File: config.mk
export PLATFORM = sky130hd
export DESIGN_NAME = led_sequence_player_flat
export DESIGN_NICKNAME = d
export VERILOG_FILES = /design/src/rtl/led_sequence_player_pkg.sv /design/src/rtl/led_sequence_player_if.sv /design/src/rtl/led_sequence_player_step_timer.sv /design/src/rtl/led_sequence_player.sv /design/src/flat_wrapper.sv
export SDC_FILE = /design/constraint.sdc
export NUM_CORES = 1
export LEC_CHECK = 0
export BUFFER_PORTS_ARGS = -buffer_cell sky130_fd_sc_hd__buf_2
export CORE_ASPECT_RATIO = 2
export CORE_MARGIN = 2
export CORE_UTILIZATION = 25
export DETAILED_ROUTE_END_ITERATION = 8
export PLACE_DENSITY = 0.43
export SYNTH_ARGS = -nofsm -noshare
export SYNTH_HDL_FRONTEND = slang
export SYNTH_HIERARCHICAL = 1
export SYNTH_SLANG_ARGS = --single-unit
File: constraint.sdc
create_clock -name clk -period 3.45 [get_ports clk]
set_input_delay 0.1725 -clock clk [delete_from_list [all_inputs] [get_ports clk]]
set_output_delay 0.1725 -clock clk [all_outputs]
set_load 0.01 [all_outputs]
File: src/rtl/led_sequence_player_pkg.sv
// Shared types and constants for the LED sequence player.
// State encoding, LED bank width and fixed patterns.
package led_seq_pkg;

  localparam int LED_W = 5;

  typedef enum logic [1:0] {
    IDLE,
    SWEEP_R,
    SWEEP_L,
    BLINK
  } led_seq_state_t;

  localparam logic [LED_W-1:0] LED_ALL_ON  = '1;
  localparam logic [LED_W-1:0] LED_ALL_OFF = '0;
  localparam logic [LED_W-1:0] LED_FIRST   = 5'b00001;
  localparam logic [LED_W-1:0] LED_TURN    = 5'b01000;

endpackage

File: src/rtl/led_sequence_player_if.sv
// Trigger/status bundle between the requester and the player.
// The player sits on the slave side and drives the LED/status lines.
interface led_sequence_player_if;
  import led_seq_pkg::*;

  logic             trigger;
  logic [LED_W-1:0] led;
  logic             busy;
  logic             done;

  modport master (
    output trigger,
    input  led,
    input  busy,
    input  done
  );

  modport slave (
    input  trigger,
    output led,
    output busy,
    output done
  );

endinterface

File: src/rtl/led_sequence_player_step_timer.sv
// Animation step timer: counts 0..TICK_DIV-1 while enabled.
// tick is high during the terminal count so the next edge advances.
module step_timer #(
  parameter int TICK_DIV = 12_500_000
) (
  input  logic clk,
  input  logic reset,
  input  logic clr,
  input  logic en,
  output logic tick
);

  localparam int CW = $clog2(TICK_DIV);
  localparam logic [CW-1:0] LAST = CW'(TICK_DIV - 1);

  logic [CW-1:0] cnt;

  assign tick = en && (cnt == LAST);

  // free-running step count, restarted when a sequence begins
  always_ff @(posedge clk or posedge reset) begin
    if (reset) begin
      cnt <= '0;
    end else if (clr) begin
      cnt <= '0;
    end else if (en) begin
      cnt <= tick ? '0 : cnt + 1'b1;
    end
  end

endmodule

File: src/rtl/led_sequence_player.sv
// Plays right sweep, left sweep, then blinks on a trigger rise.
// Start events while a sequence is running are dropped.
module led_sequence_player #(
  parameter int TICK_DIV    = 12_500_000,
  parameter int BLINK_PAIRS = 3
) (
  input logic                  clk,
  input logic                  reset,
  led_sequence_player_if.slave bus
);
  import led_seq_pkg::*;

  localparam int BLINK_N = 2 * BLINK_PAIRS;
  localparam int IDX_N   = (BLINK_N > 5) ? BLINK_N : 5;
  localparam int IW      = $clog2(IDX_N);

  localparam logic [IW-1:0] R_LAST = IW'(4);
  localparam logic [IW-1:0] L_LAST = IW'(3);
  localparam logic [IW-1:0] B_LAST = IW'(BLINK_N - 1);

  led_seq_state_t   state;
  logic [IW-1:0]    idx;
  logic [LED_W-1:0] led_q;
  logic             busy_q;
  logic             done_q;
  logic             trig_q;
  logic             armed;
  logic             rise;
  logic             go;
  logic             tick;

  assign rise = bus.trigger & ~trig_q & armed;
  assign go   = rise && (state == IDLE);

  // trigger history; armed keeps a level held through reset from starting
  always_ff @(posedge clk or posedge reset) begin
    if (reset) begin
      trig_q <= 1'b0;
      armed  <= 1'b0;
    end else begin
      trig_q <= bus.trigger;
      armed  <= 1'b1;
    end
  end

  step_timer #(
    .TICK_DIV (TICK_DIV)
  ) u_timer (
    .clk   (clk),
    .reset (reset),
    .clr   (go),
    .en    (busy_q),
    .tick  (tick)
  );

  // sequence FSM with step index and registered LED pattern
  always_ff @(posedge clk or posedge reset) begin
    if (reset) begin
      state  <= IDLE;
      idx    <= '0;
      led_q  <= LED_ALL_OFF;
      busy_q <= 1'b0;
      done_q <= 1'b0;
    end else begin
      done_q <= 1'b0;
      unique case (state)
        IDLE: begin
          if (go) begin
            state  <= SWEEP_R;
            idx    <= '0;
            led_q  <= LED_FIRST;
            busy_q <= 1'b1;
          end
        end
        SWEEP_R: begin
          if (tick) begin
            if (idx == R_LAST) begin
              state <= SWEEP_L;
              idx   <= '0;
              led_q <= LED_TURN;
            end else begin
              idx   <= idx + 1'b1;
              led_q <= led_q << 1;
            end
          end
        end
        SWEEP_L: begin
          if (tick) begin
            if (idx == L_LAST) begin
              state <= BLINK;
              idx   <= '0;
              led_q <= LED_ALL_ON;
            end else begin
              idx   <= idx + 1'b1;
              led_q <= led_q >> 1;
            end
          end
        end
        BLINK: begin
          if (tick) begin
            if (idx == B_LAST) begin
              state  <= IDLE;
              idx    <= '0;
              led_q  <= LED_ALL_OFF;
              busy_q <= 1'b0;
              done_q <= 1'b1;
            end else begin
              idx   <= idx + 1'b1;
              led_q <= ~led_q;
            end
          end
        end
        default: state <= IDLE;
      endcase
    end
  end

  assign bus.led  = led_q;
  assign bus.busy = busy_q;
  assign bus.done = done_q;

endmodule

File: src/flat_wrapper.sv
// flat-port wrapper written by rule: the top's interface ports become plain ports
module led_sequence_player_flat import led_seq_pkg::*;
#(
  parameter int TICK_DIV    = 12_500_000,
  parameter int BLINK_PAIRS = 3
)
  (clk, reset, bus_trigger, bus_led, bus_busy, bus_done);
  led_sequence_player_if bus_i ();
  input logic clk;
  input logic reset;
  input wire logic [$bits(bus_i.trigger)-1:0] bus_trigger;
  output wire logic [$bits(bus_i.led)-1:0] bus_led;
  output wire logic [$bits(bus_i.busy)-1:0] bus_busy;
  output wire logic [$bits(bus_i.done)-1:0] bus_done;
  assign bus_i.trigger = bus_trigger;
  assign bus_led = bus_i.led;
  assign bus_busy = bus_i.busy;
  assign bus_done = bus_i.done;
  led_sequence_player #(.TICK_DIV(TICK_DIV), .BLINK_PAIRS(BLINK_PAIRS)) u_core (.clk(clk), .reset(reset), .bus(bus_i));
endmodule
==> metrics.md <==
| Metric | Value |
|---|---|
| Uppermost layer routed | met4 |
| WL per Instance | 17.7 um |
| Met2 Routed Length | 3880 um |
| Share of async-settable or async-resettable flops after synthesis | 1.00 |
| F_max | 0.412 GHz |
| Peak supply drop | 0.458 mV |
| Area grow syn2layout | 13.1% |
| IO Count | 10 |
| Mapped Area | 0.00229 mm^2 |
| Seq/Total Area, Yosys | 0.415 |
| DRC violations left | 0 |
| Setup TNS | 0 ns |
| Final Setup Violations | 0 |
| DP Cell Count | 353 |
| Dominant cell type by area after synthesis | dfrtp_1 |
| EDFF count, synth | 0 |
| Hold Slack | 0.00586 ns |
| Pleak | 0.00107 uW |
| Placer Congestion | 0.846 |
| WL final | 6400 um |
| Max-slew violation count | 0 |
| Clk_lat worst skew | 0.29 ns |
| First-pass GRT wire length | 10200 um |
| Via count | 1940 |
| Pwr/cell area | 712 mW/mm^2 |
| Detailed Routing Iterations Pass 1 | 5 |
| Die X | 71.7 um |
| CP max FO | 13 |
| Die H | 139 um |
| Starting DRC count in detailed routing | 96 |
| Synth cell count leaders | dfrtp_1, nor2_1, o21ai_0, nand2_1, inv_1 |
| Worst-path clk slew | 0.06 ns |
| Port bufs | 9 |
| Initial antenna violation count | 0 |
| Initial Utilization | 0.256 |
| Worst rel slew slack | 0.338 |
| Core ar. | 0.00895 mm^2 |
| Grt ovf | 0 |
| Largest net degree at the start of global routing | 25 |
| Share of cells above drive strength 1 | 0.119 |
| Post-synth top area share | 0.415 |
| Status | finished clean |
| Root Driver | clkbuf_16 |
| CP Class | reg -> reg |
| Max incr delay on CP | 0.43 ns |
| DR vias/cell | 5.36 |
| Avg Inst Size Synth | 9.20 um^2 |
| Met3 Wirelength | 143 um |
| Gr usage total | 0.135 |
| Layout Skew | 0.00411 ns |
| CP cell instances | ha_1 -> and4_1 -> nand4_1 -> nor3_1 -> o2bb2ai_2 -> or2_1 -> o32a_1 |
| H-Tree Depth | 2 |
| Final Hold Vio Count | 0 |
| Yosys cell types | 53 |
| Min Tclk post-route | 2.43 ns |
| Critical path startpoint category | register |
| Die area | 0.00999 mm^2 |
| CTS Buf Count | 5 |
| Maximum root-to-sink buffer count | 2 |
| Total of max-cap violations | 0 |
| Ys Warns | 6 |
| Final cell count without fillers | 362 |
| Final Core Density | 0.289 |
| Total clock sinks | 38 |
| Synth Instances | 249 |
| Critical path arrival | 2.60 ns |
| DP HPWL | 4890 um |
| Syn_nets | 264 |
| WP data required | 3.62 ns |
| Most common cell in the netlist | dfrtp_1 |
| CP Capture Type | register |
| CTS resizes | 0 |
| Leading cell types by total area after synthesis | dfrtp_1, ha_1, nor2_1, o21ai_0, nand4_1 |
| Row count | 49 |
| Post-synth top flop | dfrtp_1 |
| ANT nets after route | 0 |
| Slowest cell on the critical path | dfrtp_1 |
| Met1 wire length | 2190 um |
| Final period util | 0.703 |
| Nets@finish | 274 |
| Diode count | 0 |
| FF+latch count, synth | 38 |
| Vias in the first global route | 1929 |
| Actual slew at the worst max-slew pin | 0.992 ns |
| CTS tree | yes |
| RSZ-0062 raised after global routing | no |
| Path type of the worst min-delay path | in -> reg |
stage by stage:
step	power (uW)	area, um^2	setup slack, ns
6_report	1840	2590	1.03
5_1_grt	1970	2590	0.848
4_1_cts	1860	2590	1.01
3_5_place_dp	1370	2430	1.04
3_3_place_gp	1370	2430	1.09
2_1_floorplan	1180	2290	1.38
what timing repair did:
| action | 4_1_cts | 5_1_grt |
|---|---|---|
| hold buffers | 1 | 0 |
| setup endpoints to repair | 0 | 0 |
| hold endpoints to repair | 14 | 0 |
| buffers inserted | 0 | 0 |
placed cells by master (no fill, tap or decap), types with 7 or more instances in the layout:
master   instances
dfrtp_1         38
nor2_1          25
o21ai_0         18
nand2_1         16
inv_1           15
ha_1            12
nand3_1         11
a21oi_1         10
nand4_1         10
or3_1           10
buf_2            9
xor2_1           7
path summary, 6_finish.rpt:
| check | from | to | slack (ns) | cells past startpoint |
|---|---|---|---|---|
| min in group asynchronous | reset | u_core/bus.led[4] | 0.51 | 3 |
| worst max register to register | u_core/u_timer/cnt[0] | u_core/state[0] | 1.03 | 7 |
| worst min-delay path | bus_trigger | u_core/trig_q | 0.006 | 1 |
| worst min register to register | u_core/idx[1] | u_core/idx[1] | 0.56 | 2 |
| worst max-delay path | u_core/u_timer/cnt[0] | u_core/state[0] | 1.03 | 7 |
| max in group asynchronous | reset | u_core/u_timer/cnt[12] | 2.17 | 3 |
logic make-up (layout without fill, tap and decap cells):
family,count (synthesis),in the layout,share of synthesized area
xor gates and xnor gates,11,11,0.0421
adders and majority gates,12,12,0.0656
other,1,1,0.00164
and+or+nand+nor,106,106,0.254
AOI/OAI and AO/OA,56,56,0.172
muxes,1,1,0.00492
buffers and inverters,24,35,0.0448
DFF,38,38,0.415
sequential cells by signal, summed over array words and instances (netlist names):
register,count
u_core/armed,1
u_core/bus.done,1
u_core/bus.busy,1
u_core/u_timer/cnt,24
u_core/idx,3
u_core/trig_q,1
u_core/bus.led,5
u_core/state,2
power breakdown:
part	leakage, uW	switching (uW)	total, uW	internal [uW]
registers	0.000497	148	695	547
logic	0.000500	390	667	277
clock network	0.0000739	194	481	287
critical path, delay by kind of cell, from the launching register on:
kind	cells	cell delay, ns
AO/OA/AOI/OAI	2	0.53
adder cells (fa/ha/maj)	1	0.23
flip-flops	1	0.43
AND/OR/NAND/NOR	4	1.11
metal layers:
layer	vias up	GRT usage
met1	965	0.124
met3	13	0.0217
met2	35	0.269
met5	-	0
li1	927	-
met4	0	0.0636
final cells by class:
class / instances / area (um^2)
Timing Repair Buffer: 12 / 70.1
Tap cell: 102 / 128
Inverter: 15 / 56.3
Clock buffer: 7 / 143
Clock inverter: 1 / 5.00
Sequential cell: 38 / 951
Multi-Input combinational cell: 187 / 1240
Fill cell: 975 / 6360
(Power assumes the default switching activity.)
